**config.mk**
```make
export PLATFORM = sky130hd
export DESIGN_NAME = hiscore_io
export DESIGN_NICKNAME = d
export VERILOG_FILES = /design/src/rtl/hiscore_pkg.sv /design/src/rtl/hiscore_range_table.sv /design/src/rtl/hiscore_io.sv
export SDC_FILE = /design/constraint.sdc
export NUM_CORES = 1
export LEC_CHECK = 0
export ABC_AREA = 1
export CORE_MARGIN = 2
export CORE_UTILIZATION = 55
export DETAILED_ROUTE_END_ITERATION = 10
export GPL_ROUTABILITY_DRIVEN = 0
export PLACE_DENSITY = 0.77
export SYNTH_ARGS = -nofsm -noshare
export SYNTH_HDL_FRONTEND = slang
export SYNTH_SLANG_ARGS = --single-unit
```
**constraint.sdc**
```tcl
create_clock -name clk_49m -period 3.3 [get_ports clk_49m]
set_clock_uncertainty 0.15 [all_clocks]
set_input_delay 0.495 -clock clk_49m [delete_from_list [all_inputs] [get_ports clk_49m]]
set_output_delay 0.495 -clock clk_49m [all_outputs]
set_load 0.01 [all_outputs]
```
**src/rtl/hiscore_pkg.sv**
```systemverilog
// Shared types for the high-score RAM bridge: FSM states, range table entry
// layout and the byte offsets of each field within a 4-byte table entry.
package hiscore_pkg;

    typedef enum logic [2:0] {
        IDLE,
        LOOKUP,
        WAIT_OK,
        WRITE,
        READ,
        DONE
    } hs_state_t;

    typedef struct packed {
        logic [15:0] addr;
        logic [7:0]  len_m1;
    } range_t;

    localparam logic [1:0] FLD_HI  = 2'd0;
    localparam logic [1:0] FLD_LO  = 2'd1;
    localparam logic [1:0] FLD_LEN = 2'd2;

endpackage

```
**src/rtl/hiscore_range_table.sv**
```systemverilog
// Range table captured from the config download, with running entry count and
// byte total, plus a combinational indexed read port for the lookup walk.
module hiscore_range_table
    import hiscore_pkg::*;
#(
    parameter int         MAX_RANGES = 16,
    parameter logic [7:0] CFG_INDEX  = 8'd3,
    localparam int        IW         = $clog2(MAX_RANGES)
) (
    input  logic          clk,
    input  logic          reset,
    input  logic [7:0]    ioctl_index,
    input  logic [24:0]   ioctl_addr,
    input  logic [7:0]    ioctl_data,
    input  logic          ioctl_wr,
    input  logic          ioctl_download,
    input  logic [IW-1:0] rd_idx,
    output range_t        rd_entry,
    output logic [4:0]    range_count,
    output logic [12:0]   total_bytes
);

    range_t        table_q [MAX_RANGES];
    logic          dl_q;
    logic          cfg_sel;
    logic          cfg_start;
    logic          cfg_wr;
    logic          in_range;
    logic [IW-1:0] ent;
    logic [4:0]    ent_cnt;

    assign cfg_sel   = (ioctl_index == CFG_INDEX);
    assign cfg_start = ioctl_download && !dl_q && cfg_sel;
    assign cfg_wr    = ioctl_wr && ioctl_download && cfg_sel;
    assign in_range  = (ioctl_addr[24:2] < 23'(MAX_RANGES));
    assign ent       = ioctl_addr[IW+1:2];
    assign ent_cnt   = 5'(ent) + 5'd1;
    assign rd_entry  = table_q[rd_idx];

    // Count and total only move on the length field; a fresh session clears them.
    always_ff @(posedge clk) begin
        if (reset) begin
            dl_q        <= 1'b0;
            range_count <= '0;
            total_bytes <= '0;
        end else begin
            dl_q <= ioctl_download;
            if (cfg_start) begin
                range_count <= '0;
                total_bytes <= '0;
            end else if (cfg_wr && in_range && ioctl_addr[1:0] == FLD_LEN) begin
                if (ent_cnt > range_count)
                    range_count <= ent_cnt;
                total_bytes <= total_bytes + 13'(ioctl_data) + 13'd1;
            end
        end
    end

    always_ff @(posedge clk) begin
        if (cfg_wr && in_range) begin
            case (ioctl_addr[1:0])
                FLD_HI:  table_q[ent].addr[15:8] <= ioctl_data;
                FLD_LO:  table_q[ent].addr[7:0]  <= ioctl_data;
                FLD_LEN: table_q[ent].len_m1     <= ioctl_data;
                default: ;
            endcase
        end
    end

endmodule

```
**src/rtl/hiscore_io.sv**
```systemverilog
// Drives the game's high-score RAM port for the HPS: maps linear file offsets
// through the range table, restoring scores on download and saving on upload.
module hiscore_io
    import hiscore_pkg::*;
#(
    parameter int         MAX_RANGES = 16,
    parameter logic [7:0] CFG_INDEX  = 8'd3,
    parameter logic [7:0] DATA_INDEX = 8'd4,
    parameter int         RD_LATENCY = 2
) (
    input  logic        clk_49m,
    input  logic        reset,
    input  logic [7:0]  ioctl_index,
    input  logic [24:0] ioctl_addr,
    input  logic [7:0]  ioctl_data,
    input  logic        ioctl_wr,
    input  logic        ioctl_rd,
    input  logic        ioctl_download,
    input  logic        ioctl_upload,
    output logic [7:0]  ioctl_din,
    output logic        ioctl_wait,
    input  logic        access_ok,
    output logic [15:0] hs_address,
    output logic [7:0]  hs_data_in,
    input  logic [7:0]  hs_data_out,
    output logic        hs_write,
    output logic [4:0]  range_count,
    output logic [12:0] total_bytes
);

    localparam int IW = $clog2(MAX_RANGES);

    hs_state_t   state, state_n;
    logic        op_read, op_read_n;
    logic [7:0]  byte_q, byte_n;
    logic [24:0] off_q, off_n;
    logic [4:0]  idx_q, idx_n;
    logic [7:0]  lat_q, lat_n;
    logic [15:0] hs_address_n;
    logic [7:0]  hs_data_in_n;
    logic        hs_write_n;
    logic [7:0]  ioctl_din_n;
    logic        ioctl_wait_n;
    logic        wr_go;
    logic        rd_go;
    range_t      entry;

    hiscore_range_table #(
        .MAX_RANGES (MAX_RANGES),
        .CFG_INDEX  (CFG_INDEX)
    ) u_table (
        .clk            (clk_49m),
        .reset          (reset),
        .ioctl_index    (ioctl_index),
        .ioctl_addr     (ioctl_addr),
        .ioctl_data     (ioctl_data),
        .ioctl_wr       (ioctl_wr),
        .ioctl_download (ioctl_download),
        .rd_idx         (idx_q[IW-1:0]),
        .rd_entry       (entry),
        .range_count    (range_count),
        .total_bytes    (total_bytes)
    );

    assign wr_go = ioctl_wr && (ioctl_index == DATA_INDEX);
    assign rd_go = ioctl_rd && ioctl_upload && (ioctl_index == DATA_INDEX);

    always_ff @(posedge clk_49m) begin
        if (reset) begin
            state      <= IDLE;
            op_read    <= 1'b0;
            byte_q     <= '0;
            off_q      <= '0;
            idx_q      <= '0;
            lat_q      <= '0;
            hs_address <= '0;
            hs_data_in <= '0;
            hs_write   <= 1'b0;
            ioctl_din  <= '0;
            ioctl_wait <= 1'b0;
        end else begin
            state      <= state_n;
            op_read    <= op_read_n;
            byte_q     <= byte_n;
            off_q      <= off_n;
            idx_q      <= idx_n;
            lat_q      <= lat_n;
            hs_address <= hs_address_n;
            hs_data_in <= hs_data_in_n;
            hs_write   <= hs_write_n;
            ioctl_din  <= ioctl_din_n;
            ioctl_wait <= ioctl_wait_n;
        end
    end

    // DONE accepts strobes like IDLE since ioctl_wait is already low there.
    always_comb begin
        state_n      = state;
        op_read_n    = op_read;
        byte_n       = byte_q;
        off_n        = off_q;
        idx_n        = idx_q;
        lat_n        = lat_q;
        hs_address_n = hs_address;
        hs_data_in_n = hs_data_in;
        hs_write_n   = 1'b0;
        ioctl_din_n  = ioctl_din;
        ioctl_wait_n = ioctl_wait;
        case (state)
            IDLE, DONE: begin
                state_n = IDLE;
                if (wr_go || rd_go) begin
                    op_read_n    = !wr_go;
                    byte_n       = ioctl_data;
                    off_n        = ioctl_addr;
                    idx_n        = '0;
                    ioctl_wait_n = 1'b1;
                    state_n      = LOOKUP;
                end
            end
            LOOKUP: begin
                if (idx_q == range_count) begin
                    if (op_read)
                        ioctl_din_n = 8'h00;
                    ioctl_wait_n = 1'b0;
                    state_n      = DONE;
                end else if (off_q <= 25'(entry.len_m1)) begin
                    hs_address_n = entry.addr + off_q[15:0];
                    state_n      = WAIT_OK;
                end else begin
                    off_n = off_q - 25'(entry.len_m1) - 25'd1;
                    idx_n = idx_q + 5'd1;
                end
            end
            WAIT_OK: begin
                if (access_ok) begin
                    if (op_read) begin
                        lat_n   = '0;
                        state_n = READ;
                    end else begin
                        hs_data_in_n = byte_q;
                        hs_write_n   = 1'b1;
                        state_n      = WRITE;
                    end
                end
            end
            WRITE: begin
                ioctl_wait_n = 1'b0;
                state_n      = DONE;
            end
            READ: begin
                if (lat_q == 8'(RD_LATENCY - 1)) begin
                    ioctl_din_n  = hs_data_out;
                    ioctl_wait_n = 1'b0;
                    state_n      = DONE;
                end else begin
                    lat_n = lat_q + 8'd1;
                end
            end
            default: state_n = IDLE;
        endcase
    end

endmodule

```
==> results.ini <==
[hold_path]
min_path_cells=1
min_to=u_table.table_q[15][6]
hp-start=ioctl_data[6]
hp-class=primary input to flip-flop

[global_route]
grt_pass1_vias=17274
gr-usage-all-layers=0.284
grt_pass1_wl_um=93000
grt_overflow=0
grt_max_degree=68
antenna_found_initial=1

[layout]
final_cells=3111
final_util=0.688
area_delta_synth_final_pct=24.3
fin_area_mm2=0.0279
final_nets=2642
n_antenna_cell=0
drive_gt1_frac=0.165

[power]
vdd_ir_drop_max_v=0.000549
share_seq_of_total_power=0.313
swShare=0.374
p_per_area_mw_per_mm2=818
cellLeakagePower_nw=10.6
clkPwrFrac=0.255
pwr-share-comb=0.432
internal_power_mw=14.3
switchingPower_mw=8.54

[clock_network]
htree_levels=2
cts_tree=built
cts-root-buf=clkbuf_16
numCtsBuffers=49
clock-sinks=491
clkTransAtPathRegs_ps=60
insertion_delay_ps=600
clk_path_buf_depth=3
holdBufCountCts=0

[logic_synthesis]
synth_ff_type=edfxtp_1
yosys.area_share.simple=0.174
ys_seq_area_frac=0.609
synth_top_family_by_area=simple AND/OR/NAND/NOR gates
yosysMostFrequentCell=nor2_1
yosysWarningCount=0
synth_compound_area_frac=0.128
synth_nets=2390
synth_area_leaders=edfxtp_1, dfxtp_1, nor2_1
synth_top_area_cell=edfxtp_1
synth_xor_area_frac=0.0113
async_flop_share=0
ys_ff_latch=491
netlist.area_leader.share=0.513
syn_area_mm2=0.0225
synth_edf_count=384
yosysUniqueCellTypes=47
syn_area_per_cell_um2=9.82
postSynthCellCount=2287
synth_fa_ha_area_frac=0.0272
yosys-mux-area-fraction=0
synth_commonest_cells=nor2_1, edfxtp_1, nand2_1

[critical_path]
crit_top_cell=nand2_1
r2r-end=hs_address[0]
regToRegSetupSlack_ps=-50
required_ps=3630
cp.arrival_ps=3690
crit_family=simple AND/OR/NAND/NOR gates
worstSetupStartpointType=flip-flop
critical_path_buf_inv_count=7
cp_slowest_cell=dfxtp_4
cp_slowest_stage_delay_ps=460
crit_path_max_fanout=7
worstSetupEndpointType=flip-flop
worstPathCellList=buf_12 -> inv_6 -> o21ai_0 -> o221ai_1 -> buf_4 -> nand3_1 -> nand2_1 -> inv_1 -> ha_4 -> nand2_2 -> inv_1 -> nand2_1 -> nand2_1 -> a21oi_2 -> nand2_2 -> nand2_4 -> buf_6 -> nand3_4 -> clkbuf_16 -> nor2_4 -> nor2_2
r2r_cells=21
crit_type=flip-flop to flip-flop

[run_status]
violations=setup timing
status=finished, violations left

[drt]
routed_wl_um=64500
postRouteAntennaNets=0
via_count=18597
viasPerCell=5.98
firstDrtPassIters=6
wire_per_inst_um=20.7
route.detailed.drc=0
detail_route.iter0.violations=2694

[placement]
place_area_mm2=0.0251
dp_cells=2985
hpwl_um=39700
place_ws_ps=-78.6
port_buffers=107

[floorplan]
start_util=0.554
fp.coreArea_mm2=0.0406
die_w_um=206
pin_count=108
die_area_mm2=0.0425
die_height_um=206
row_count=74

[timing]
slew_violations=0
relSlewSlack=0.486
rsz0062_at_grt=true
setup_violations=16
fin_setup_tns_ps=-390
min_period_ps=3350
tightest_slew_ps=768
fmax_mhz=298
hold_viol=0
period_share=1.02
finalWorstSetupSlack_ps=-54.9

[job]
maxCapViolCount=0

-- stage by stage --
stage	hold slack (ps)	total power, mW
global placement	293	15.0
detailed placement	295	15.2
global route	99.0	23.9
CTS	105	21.1
floorplan	280	12.1
finish	117	22.8
-- cells in the final DEF (no fill, tap or decap), types with 11 or more instances in the layout --
cell type        count
buf_12              15
o21ai_0            215
edfxtp_1           384
clkbuf_16           59
o221ai_1            65
buf_6               11
ha_1                29
a21oi_2             12
o22ai_1             20
nor2_1             374
clkdlybuf4s50_1     99
inv_2               16
xor2_1              19
o21ai_1             41
nand3_1            121
nand2_1            354
nand2_2             21
nand4_1             14
dfxtp_1            104
o211ai_1            24
nor2_2              20
buf_4              155
a21oi_1             81
ha_4                15
inv_1              154
-- layout make-up --
cell class                 count  area [um^2]
sequential                   491        13700
fill                        2795        12600
multi-input combinational   1514         8140
timing repair buffer         307         3050
clock buffer                  60         1320
inverter                     172          666
tap                          532          666
clock inverter                31          355
timing repair inverter         4         32.5
-- sequential cells by signal (all words and copies together) (netlist names), named ones only --
name	count
u_table.dl_q	1
state	3
ioctl_wait	1
hs_address	16
byte_q	8
hs_data_in	8
u_table.table_q	384
u_table.range_count	5
ioctl_din	8
u_table.total_bytes	13
lat_q	8
off_q	25
idx_q	5
op_read	1
hs_write	1
-- cells by family after synthesis --
family / Yosys count
compound gates: 492
xor+xnor: 29
fa+ha+maj: 47
buf+inv: 282
flops: 491
simple gates: 946
-- layer usage --
| metal | global-route usage | up-vias | routed length [um] |
|---|---|---|---|
| li1 | - | 8467 | - |
| met1 | 0.380 | 8850 | 24600 |
| met2 | 0.468 | 1129 | 31200 |
| met3 | 0.0525 | 151 | 6550 |
| met4 | 0.0995 | 0 | 2100 |
| met5 | 0 | - | 0 |
-- how the worst max path moves through the flow --
| stage | from | endpoint | slack (ps) | depth (start not counted) |
|---|---|---|---|---|
| after floorplan | flip-flop | hs_address[15] | 110 | 23 |
| after global placement | flip-flop | hs_address[11] | -30 | 18 |
| after detailed placement | flip-flop | off_q[10] | -80 | 19 |
| after CTS | flip-flop | hs_address[14] | -10 | 19 |
| after global routing | flip-flop | hs_address[15] | -200 | 21 |
| final | flip-flop | hs_address[0] | -50 | 21 |
-- power by group through the flow --
stage	logic (mW)	registers (mW)	clock network (mW)
6_report	9.86	7.15	5.81
5_1_grt	10.7	7.17	6.08
4_1_cts	8.13	7.09	5.84
3_5_place_dp	7.95	7.22	0
3_3_place_gp	7.74	7.21	0
2_1_floorplan	5.00	7.12	0
-- repair_timing --
item | 4_1_cts | 5_1_grt
gates cloned | 1 | 15
resized for setup | 8 | 173
setup buffers | 0 | 19
pin swaps | 0 | 56
endpoints found under the setup margin | 36 | 53
No activity file was read; power rests on OpenSTA's default activity.
